==> config.mk <==
export PLATFORM = sky130hd
export DESIGN_NAME = ob_cmd_deser
export DESIGN_NICKNAME = d
export VERILOG_FILES = /design/src/rtl/cfg_pkg.sv /design/src/rtl/ob_pkg.sv /design/src/rtl/ob_sat_cnt.sv /design/src/rtl/ob_cmd_deser.sv
export SDC_FILE = /design/constraint.sdc
export NUM_CORES = 1
export LEC_CHECK = 0
export ABC_AREA = 1
export CAP_MARGIN = 10
export CORE_ASPECT_RATIO = 0.8
export CORE_MARGIN = 5
export CORE_UTILIZATION = 50
export DETAILED_ROUTE_END_ITERATION = 10
export PLACE_DENSITY = 0.75
export SLEW_MARGIN = 10
export SYNTH_ARGS = -nofsm -noshare
export SYNTH_HDL_FRONTEND = slang
export SYNTH_HIERARCHICAL = 1
export SYNTH_SLANG_ARGS = --single-unit
==> constraint.sdc <==
create_clock -name clk -period 2.45 [get_ports clk]
set_input_delay 0.735 -clock clk [delete_from_list [all_inputs] [get_ports clk]]
set_output_delay 0.735 -clock clk [all_outputs]
set_load 0.02 [all_outputs]
==> src/rtl/cfg_pkg.sv <==
// System-level defaults for the order-book ingress path.
package cfg_pkg;

  localparam int CNT_W_DFLT = 16;

endpackage

==> src/rtl/ob_pkg.sv <==
// Order-book command format shared by the ingress deserialiser and its consumers.
// Also holds the opcode legality check and the frame-size constant.
package ob_pkg;

  typedef enum logic [2:0] {
    OPC_NEW    = 3'd1,
    OPC_CANCEL = 3'd2,
    OPC_MODIFY = 3'd3
  } opcode_t;

  // Packed MSB-first: the opcode is the first field on the wire after any pad bits.
  typedef struct packed {
    opcode_t     opc;
    logic        side;
    logic [7:0]  uid;
    logic [15:0] price;
    logic [8:0]  qty;
  } cmd_t;

  typedef enum logic [1:0] {
    ST_IDLE    = 2'd0,
    ST_COLLECT = 2'd1,
    ST_DISCARD = 2'd2,
    ST_PEND    = 2'd3
  } des_state_t;

  localparam int CMD_W          = $bits(cmd_t);
  localparam int OPC_W          = $bits(opcode_t);
  localparam int CMD_BYTES_DFLT = (CMD_W + 7) / 8;

  function automatic logic is_legal_opc(input opcode_t opc);
    case (opc)
      OPC_NEW, OPC_CANCEL, OPC_MODIFY: return 1'b1;
      default:                         return 1'b0;
    endcase
  endfunction

endpackage

==> src/rtl/ob_sat_cnt.sv <==
// Width-parameterised event counter that sticks at all-ones instead of wrapping.
module ob_sat_cnt #(
  parameter int W = 16
) (
  input  logic         clk,
  input  logic         rst,
  input  logic         i_inc,
  output logic [W-1:0] o_cnt
);

  logic [W-1:0] r_cnt;

  always_ff @(posedge clk or negedge rst) begin
    if (!rst) begin
      r_cnt <= '0;
    end else if (i_inc && (r_cnt != '1)) begin
      r_cnt <= r_cnt + W'(1);
    end
  end

  assign o_cnt = r_cnt;

endmodule

==> src/rtl/ob_cmd_deser.sv <==
// Byte-serial framed command deserialiser feeding the order-book ingress queue.
// Frames are assembled MSB-first, checked for length and opcode, then pushed once.
module ob_cmd_deser
  import ob_pkg::*;
#(
  parameter int CMD_BYTES = ob_pkg::CMD_BYTES_DFLT,
  parameter int CNT_W     = cfg_pkg::CNT_W_DFLT
) (
  input  logic             clk,
  input  logic             rst,
  input  logic             in_vld,
  input  logic             in_sop,
  input  logic             in_eop,
  input  logic [7:0]       in_data,
  output logic             in_rdy,
  input  logic             cmd_full_r,
  output logic             cmd_vld_r,
  output cmd_t             cmd_r,
  output logic [CNT_W-1:0] frame_cnt_r,
  output logic [CNT_W-1:0] err_cnt_r,
  output des_state_t       o_dbg_state
);

  localparam int SH_W = CMD_BYTES * 8;
  localparam int BC_W = $clog2(CMD_BYTES + 2);
  localparam logic [BC_W-1:0] BC_ONE  = BC_W'(1);
  localparam logic [BC_W-1:0] BC_FULL = BC_W'(CMD_BYTES);
  localparam logic [BC_W-1:0] BC_OVER = BC_W'(CMD_BYTES + 1);

  des_state_t      r_state, w_state_nxt;
  logic [SH_W-1:0] r_shift, w_shift_nxt, w_shift_beat, w_shift_load;
  logic [BC_W-1:0] r_bcnt, w_bcnt_nxt, w_bcnt_inc;
  logic            r_in_rdy, r_cmd_vld;
  cmd_t            r_cmd, w_asm_cmd, w_pend_cmd, w_issue_cmd;
  logic            w_acc, w_err_inc, w_issue;
  logic [7:0]      w_unused_pad;

  // Handshake: a beat transfers on a cycle where in_vld and in_rdy are both high;
  // in_rdy is a register, so it never depends combinationally on in_vld.
  assign w_acc        = in_vld & r_in_rdy;
  assign w_bcnt_inc   = r_bcnt + BC_ONE;
  assign w_shift_beat = {r_shift[SH_W-9:0], in_data};
  assign w_shift_load = {{(SH_W-8){1'b0}}, in_data};
  assign w_asm_cmd    = cmd_t'(w_shift_beat[CMD_W-1:0]);
  assign w_pend_cmd   = cmd_t'(r_shift[CMD_W-1:0]);
  assign w_unused_pad = r_shift[SH_W-1 -: 8];

  always_comb begin
    w_state_nxt = r_state;
    w_shift_nxt = r_shift;
    w_bcnt_nxt  = r_bcnt;
    w_err_inc   = 1'b0;
    w_issue     = 1'b0;
    w_issue_cmd = w_pend_cmd;
    case (r_state)
      ST_IDLE: begin
        if (w_acc) begin
          if (in_sop && !in_eop) begin
            w_shift_nxt = w_shift_load;
            w_bcnt_nxt  = BC_ONE;
            w_state_nxt = ST_COLLECT;
          end else begin
            // Orphan beat, or a one-byte frame that can never be long enough.
            w_err_inc   = 1'b1;
            w_state_nxt = in_eop ? ST_IDLE : ST_DISCARD;
          end
        end
      end
      ST_COLLECT: begin
        if (w_acc) begin
          if (in_sop) begin
            w_err_inc = 1'b1;
            if (in_eop) begin
              w_state_nxt = ST_IDLE;
            end else begin
              w_shift_nxt = w_shift_load;
              w_bcnt_nxt  = BC_ONE;
            end
          end else begin
            w_shift_nxt = w_shift_beat;
            w_bcnt_nxt  = w_bcnt_inc;
            if (in_eop) begin
              w_state_nxt = ST_IDLE;
              if (w_bcnt_inc != BC_FULL || !is_legal_opc(w_asm_cmd.opc)) begin
                w_err_inc = 1'b1;
              end else if (!cmd_full_r) begin
                w_issue     = 1'b1;
                w_issue_cmd = w_asm_cmd;
              end else begin
                w_state_nxt = ST_PEND;
              end
            end else if (w_bcnt_inc == BC_OVER) begin
              w_err_inc   = 1'b1;
              w_state_nxt = ST_DISCARD;
            end
          end
        end
      end
      ST_DISCARD: begin
        if (w_acc) begin
          if (in_eop) begin
            w_state_nxt = ST_IDLE;
          end else if (in_sop) begin
            w_shift_nxt = w_shift_load;
            w_bcnt_nxt  = BC_ONE;
            w_state_nxt = ST_COLLECT;
          end
        end
      end
      ST_PEND: begin
        if (!cmd_full_r) begin
          w_issue     = 1'b1;
          w_state_nxt = ST_IDLE;
        end
      end
      default: w_state_nxt = ST_IDLE;
    endcase
  end

  always_ff @(posedge clk or negedge rst) begin
    if (!rst) begin
      r_state   <= ST_IDLE;
      r_shift   <= '0;
      r_bcnt    <= '0;
      r_in_rdy  <= 1'b0;
      r_cmd_vld <= 1'b0;
      r_cmd     <= '0;
    end else begin
      r_state   <= w_state_nxt;
      r_shift   <= w_shift_nxt;
      r_bcnt    <= w_bcnt_nxt;
      r_in_rdy  <= (w_state_nxt != ST_PEND);
      r_cmd_vld <= w_issue;
      if (w_issue) begin
        r_cmd <= w_issue_cmd;
      end
    end
  end

  ob_sat_cnt #(.W(CNT_W)) u_frame_cnt (
    .clk   (clk),
    .rst   (rst),
    .i_inc (w_issue),
    .o_cnt (frame_cnt_r)
  );

  ob_sat_cnt #(.W(CNT_W)) u_err_cnt (
    .clk   (clk),
    .rst   (rst),
    .i_inc (w_err_inc),
    .o_cnt (err_cnt_r)
  );

  assign in_rdy      = r_in_rdy;
  assign cmd_vld_r   = r_cmd_vld;
  assign cmd_r       = r_cmd;
  assign o_dbg_state = r_state;

endmodule

# [After elaboration in Yosys (flattened, before gate mapping)]
# Index checks and enable logic that the tools add are counted.
# Widths: inputs -> output; s select.
[word_totals] ff_bits=113 inputBits=14 out_inout_bits=73 elab_cells=102
[classes] addsub=3 n_eq_ne=18 mux=58 bitwise=1 n_reduce_logical=10
[op_table] operator="$mux 37" n=14
[op_table] operator="$pmux 37 s3" n=1
[op_table] operator="$add 16x1->16 const B" n=2
[op_table] operator="$ne 16x16->1 const B" n=2
[op_table] operator="$mux 2" n=14
[op_table] operator="$mux 3" n=8
[op_table] operator="$mux 1" n=17
[op_table] operator="$ne 2x2->1 const B" n=7
[op_table] operator="$pmux 3 s3" n=1
[op_table] operator="$pmux 2 s4" n=1
[op_table] operator="$reduce_and 8->1" n=1
[op_table] operator="$eq 3x2->1 const B" n=2
[op_table] operator="$ne 3x3->1 const B" n=2
[op_table] operator="$eq 2x2->1 const B" n=2
[op_table] operator="$pmux 1 s2" n=2
[op_table] operator="$add 3x1->3 const B" n=1
[op_table] operator="$eq 3x1->1 const B" n=1
[op_table] operator="$eq 3x3->1 const B" n=1
[op_table] operator="$logic_and 1x1->1" n=3
[op_table] operator="$reduce_bool 3->1" n=1
[op_table] operator="$reduce_or 3->1" n=1
[op_table] operator="$eq 2x1->1 const B" n=1
[op_table] operator="$logic_not 1->1" n=2
[op_table] operator="$logic_not 2->1" n=1
[op_table] operator="2 further kinds" n=2

# [Logic depth before layout (Yosys ltp)]
[logic_depth] word_depth=15 depth_mapped=16 mapped_depth_nobuf=15

# [Cells and area by module]
# Netlist, hierarchy kept.
[modules_own_cells] module="ob_cmd_deser" instances=1 cells_each=392 area_each_um2=3663.5 seq_area_each_um2=2026.9
[modules_own_cells] module="ob_sat_cnt (u_frame_cnt)" instances=1 cells_each=163 area_each_um2=1069.8 seq_area_each_um2=400.4
[modules_own_cells] module="ob_sat_cnt (u_err_cnt)" instances=1 cells_each=147 area_each_um2=1031.0 seq_area_each_um2=400.4

# [Least setup slack after synthesis]
# Ideal clock, no wire load.
[synth_path] path_kind="input-to-reg" from="input in_sop" to="register u_err_cnt.r_cnt[9] (netlist: u_err_cnt/o_cnt[9])" setup_time_ps=120 t_arrival_ps=2345 required_time_ps=2330 slack_ps=-16 path_stages=10 path_buffers=1 path_cell_list="inv_1 nand2_4 clkinv_1 buf_2 a31oi_1 inv_2 nor3_4 nand2_1 o21ai_1 nand2_1"
[synth_between] elab_chain_cells=5 word_cells_on_any_way=7 cone_classes="mux (5); reduce/logical (2)"
[synth_rtl] item="start: declaration" line="ob_cmd_deser.sv:12" source="input logic in_sop,"
[synth_rtl] item="$logic_and 1x1->1" line="ob_cmd_deser.sv:58" source="if (in_sop && !in_eop) begin"
[synth_rtl] item="$mux 1" line="ob_cmd_deser.sv:58"
[synth_rtl] item="$mux 1" line="ob_cmd_deser.sv:57" source="if (w_acc) begin"
[synth_rtl] item="$pmux 1 s2 *" line="ob_cmd_deser.sv:55" source="case (r_state)"
[synth_rtl] item="named net w_err_inc" line="ob_cmd_deser.sv:35" source="logic w_acc, w_err_inc, w_issue;"
[synth_rtl] item="$logic_and 1x1->1 *" line="ob_sat_cnt.sv:16" source="end else if (i_inc && (r_cnt != '1)) begin"
[synth_rtl] item="end signal: assignment" line="ob_sat_cnt.sv:17" source="r_cnt <= r_cnt + W'(1);"
[synth_rtl] item="end: declaration" line="ob_sat_cnt.sv:11" source="logic [W-1:0] r_cnt;"
# The timed path passes the listed nets; every way through them passes the cells marked *.
# A chain may end at the register's enable or synchronous reset.

# [Worst setup path after layout]
[layout_path] from="register r_state[0] (netlist: o_dbg_state[0])" to="output o_dbg_state[0]"
[layout_lines] item="start: declaration" line="ob_cmd_deser.sv:30" source="des_state_t r_state, w_state_nxt;"
[layout_lines] item="start signal: assignment" line="ob_cmd_deser.sv:129" source="r_state <= w_state_nxt;"
[layout_lines] item="end: declaration" line="ob_cmd_deser.sv:21" source="output des_state_t o_dbg_state"
# No word-level cell between the ends.

==> metrics <==
worst slew pin tran 633 ps; crit path launch type register; GPL Wtd Cong 0.843; Setup WS post-layout 157 ps; CP max FO 8; Final #Nets 829; multi-input logic area 2510 um2; root buf cell clkbuf_16; Global Route Usage Sum 23.3%; hold_ws 384 ps; Final Hold Vio Count 0; post-placement setup slack -146 ps; status finished clean; die height 106 um; Synth cell types 41; layout cell share with drive strength beyond 1 13.6%; GRT overflow 0; synthesized cell area 5760 um2; TritonCTS clock tree yes; H-tree Lvls 4; DPL Wire Length 10000 um; CP arrival 1560 ps; Yosys top cell area share 49.1%; Filler cells 928; CTS max path bufs 2; yosys warns 6; number of gates resized after CTS 0; Worst-Skew Late Latency 400 ps; max incr delay on CP 660 ps; Finished Core Util 65.8%; element type at the critical path end output port; max-cap violations 0; Main synth FF type dfrtp_1; Post-synth EDFFs 0; DIE AREA 13800 um2; antenna viol nets, final 0; PD cells 980 nW/um2; Initial Utilization 50.6%; Syn Inst Count 702; CP bufs+invs 1; fin. max-slew vios 0; IO Port Bufs 86; drt first-iter violations 491; number of global-route vias before repair 5226; Critical Path RT 1710 ps; # rows 35; Worst Hold Class in2async; Wirelength per Cell 15.7 um; slew margin rel. 57.8%; ranking of synthesized cells by area dfrtp_1 (49%), nand2_1 (16%), nand3_1 (7.6%); TritonCTS Buffers 17; RSZ-0062 raised after global routing no; Via density 5.45; Diodes inserted 0; sequential-to-total area share from yosys stat 49.1%; Inst Count DP 939; share of flip-flops with an asynchronous set or reset 100%; syn nets 721; number of I/O pins 87; clock-pin slew on the worst setup and hold paths 50 ps; pin count of the biggest net entering global routing 114; first-pass detailed-route iteration total 9; Reg area 2830 um2; Worst VDD drop 620 uV; critical path's top delay family buffers and inverters; crit path kind reg2out; initial antenna violation count 0; post-route setup TNS 0 ps; hold_buf cts 0; period utilisation layout 93.6%; Static Leak 0.00350 uW; Clock Sinks 113; minimum clock period 2290 ps; CORE AREA 11400 um2; Vias 5291; worst path cell trace clkdlybuf4s50_1; average size of a mapped cell 8.21 um2; highest clock rate 0.436 GHz; non-filler cells, final 971; Area growth syn-to-layout 29.9%; drt total wl 15200 um; #FFs+latches synth 113; Setup violations, final 0; first-pass GRT wire length 25800 um; crit path max-delay cell type clkdlybuf4s50_1; DIE WIDTH 130 um; cell taking the most area after synthesis dfrtp_1; Worst R2R Setup Slack 330 ps; Worst Skew 10.2 ps; DRC viols 0; Post-CTS Setup Inserts 0
[worst paths after layout]
check,end,cells after the start,startpoint
worst max register to register,u_err_cnt/o_cnt[9]$_DFFE_PN0P_,11,r_bcnt[0]$_DFFE_PN0P_
worst min-delay path,u_err_cnt/o_cnt[5]$_DFFE_PN0P_,2,rst
min in group clk,r_shift[30]$_DFFE_PN0P_,2,r_shift[30]$_DFFE_PN0P_
worst max-delay path,o_dbg_state[0],1,o_dbg_state[0]$_DFF_PN0_
worst min register to register,r_shift[30]$_DFFE_PN0P_,2,r_shift[30]$_DFFE_PN0P_
max in group asynchronous,cmd_r[35]$_DFFE_PN0P_,2,rst
[metrics by stage]
| stage | power, uW | instance area (um2) |
|---|---|---|
| floorplan | 3950 | 5770 |
| CTS | 7390 | 7490 |
| global placement | 4920 | 6930 |
| detailed placement | 5010 | 6930 |
| finish | 7340 | 7490 |
| global route | 7730 | 7490 |
[synthesized netlist by cell type (all sizes together), types with 3 or more instances]
library cell,number
clkbuf,3
ha,5
clkinv,3
o211ai,14
nand3b,3
nand3,88
nand2,253
nand4,18
a22o,4
o221ai,5
inv,71
dfrtp,113
buf,19
xor2,5
nor2,48
o22ai,3
o21ai,36
[registers in the layout (all words and copies together), names as in the netlist]
name / flops
cmd_r: 37
r_shift: 37
u_err_cnt/o_cnt: 16
u_frame_cnt/o_cnt: 16
r_bcnt: 3
o_dbg_state: 2
cmd_vld_r: 1
in_rdy: 1
[area by class of cell]
class | count | share of cell area [%]
Inverter | 74 | 3.79
Multi-Input combinational cell | 493 | 33.5
Clock inverter | 12 | 1.44
Timing Repair Buffer | 111 | 15.0
Clock buffer | 20 | 6.10
Tap cell | 148 | 2.47
Sequential cell | 113 | 37.8
[layout by cell type (no fill, tap or decap), types with 3 or more instances in the layout]
| master | count |
|---|---|
| o21ai_1 | 9 |
| nor2_1 | 32 |
| nand2_4 | 5 |
| buf_4 | 20 |
| nand2_1 | 242 |
| o211ai_1 | 4 |
| inv_2 | 6 |
| o22ai_1 | 3 |
| clkinv_2 | 4 |
| o221ai_2 | 3 |
| nand2_2 | 5 |
| inv_1 | 65 |
| clkbuf_16 | 17 |
| dfrtp_1 | 113 |
| o211ai_2 | 10 |
| nand3b_1 | 3 |
| nor2_2 | 13 |
| ha_1 | 5 |
| o21ai_0 | 23 |
| o21ai_2 | 4 |
| xor2_1 | 5 |
| a22o_1 | 4 |
| clkdlybuf4s50_1 | 85 |
| nand3_1 | 87 |
| buf_12 | 6 |
| nand4_1 | 18 |
| clkinvlp_4 | 6 |
[kinds of logic after synthesis]
logic type                 share of synthesized area [%]
and+or+nand+nor                                     32.3
DFF                                                 49.1
buffers and inverters                               7.55
AOI/OAI and AO/OA                                   8.92
xor gates and xnor gates                            1.06
adders and majority gates                           1.09
[report_power, final]
group          internal, uW  leakage [uW]  total [uW]  switching [uW]
sequential             2330       0.00151        2770             445
clock                  1450      0.000261        2330             881
combinational           993       0.00173        2240            1250
total                  4770       0.00350        7340            2570
[routing by layer]
metal	global-route usage [%]	part of all wire (%)	wire length, um
met5	0	0	0
met4	7.05	1.5	227
met3	5.78	6.9	1050
met2	37.6	49	7410
met1	31.0	43	6540
Note: power is estimated with default switching activity, not from simulation.
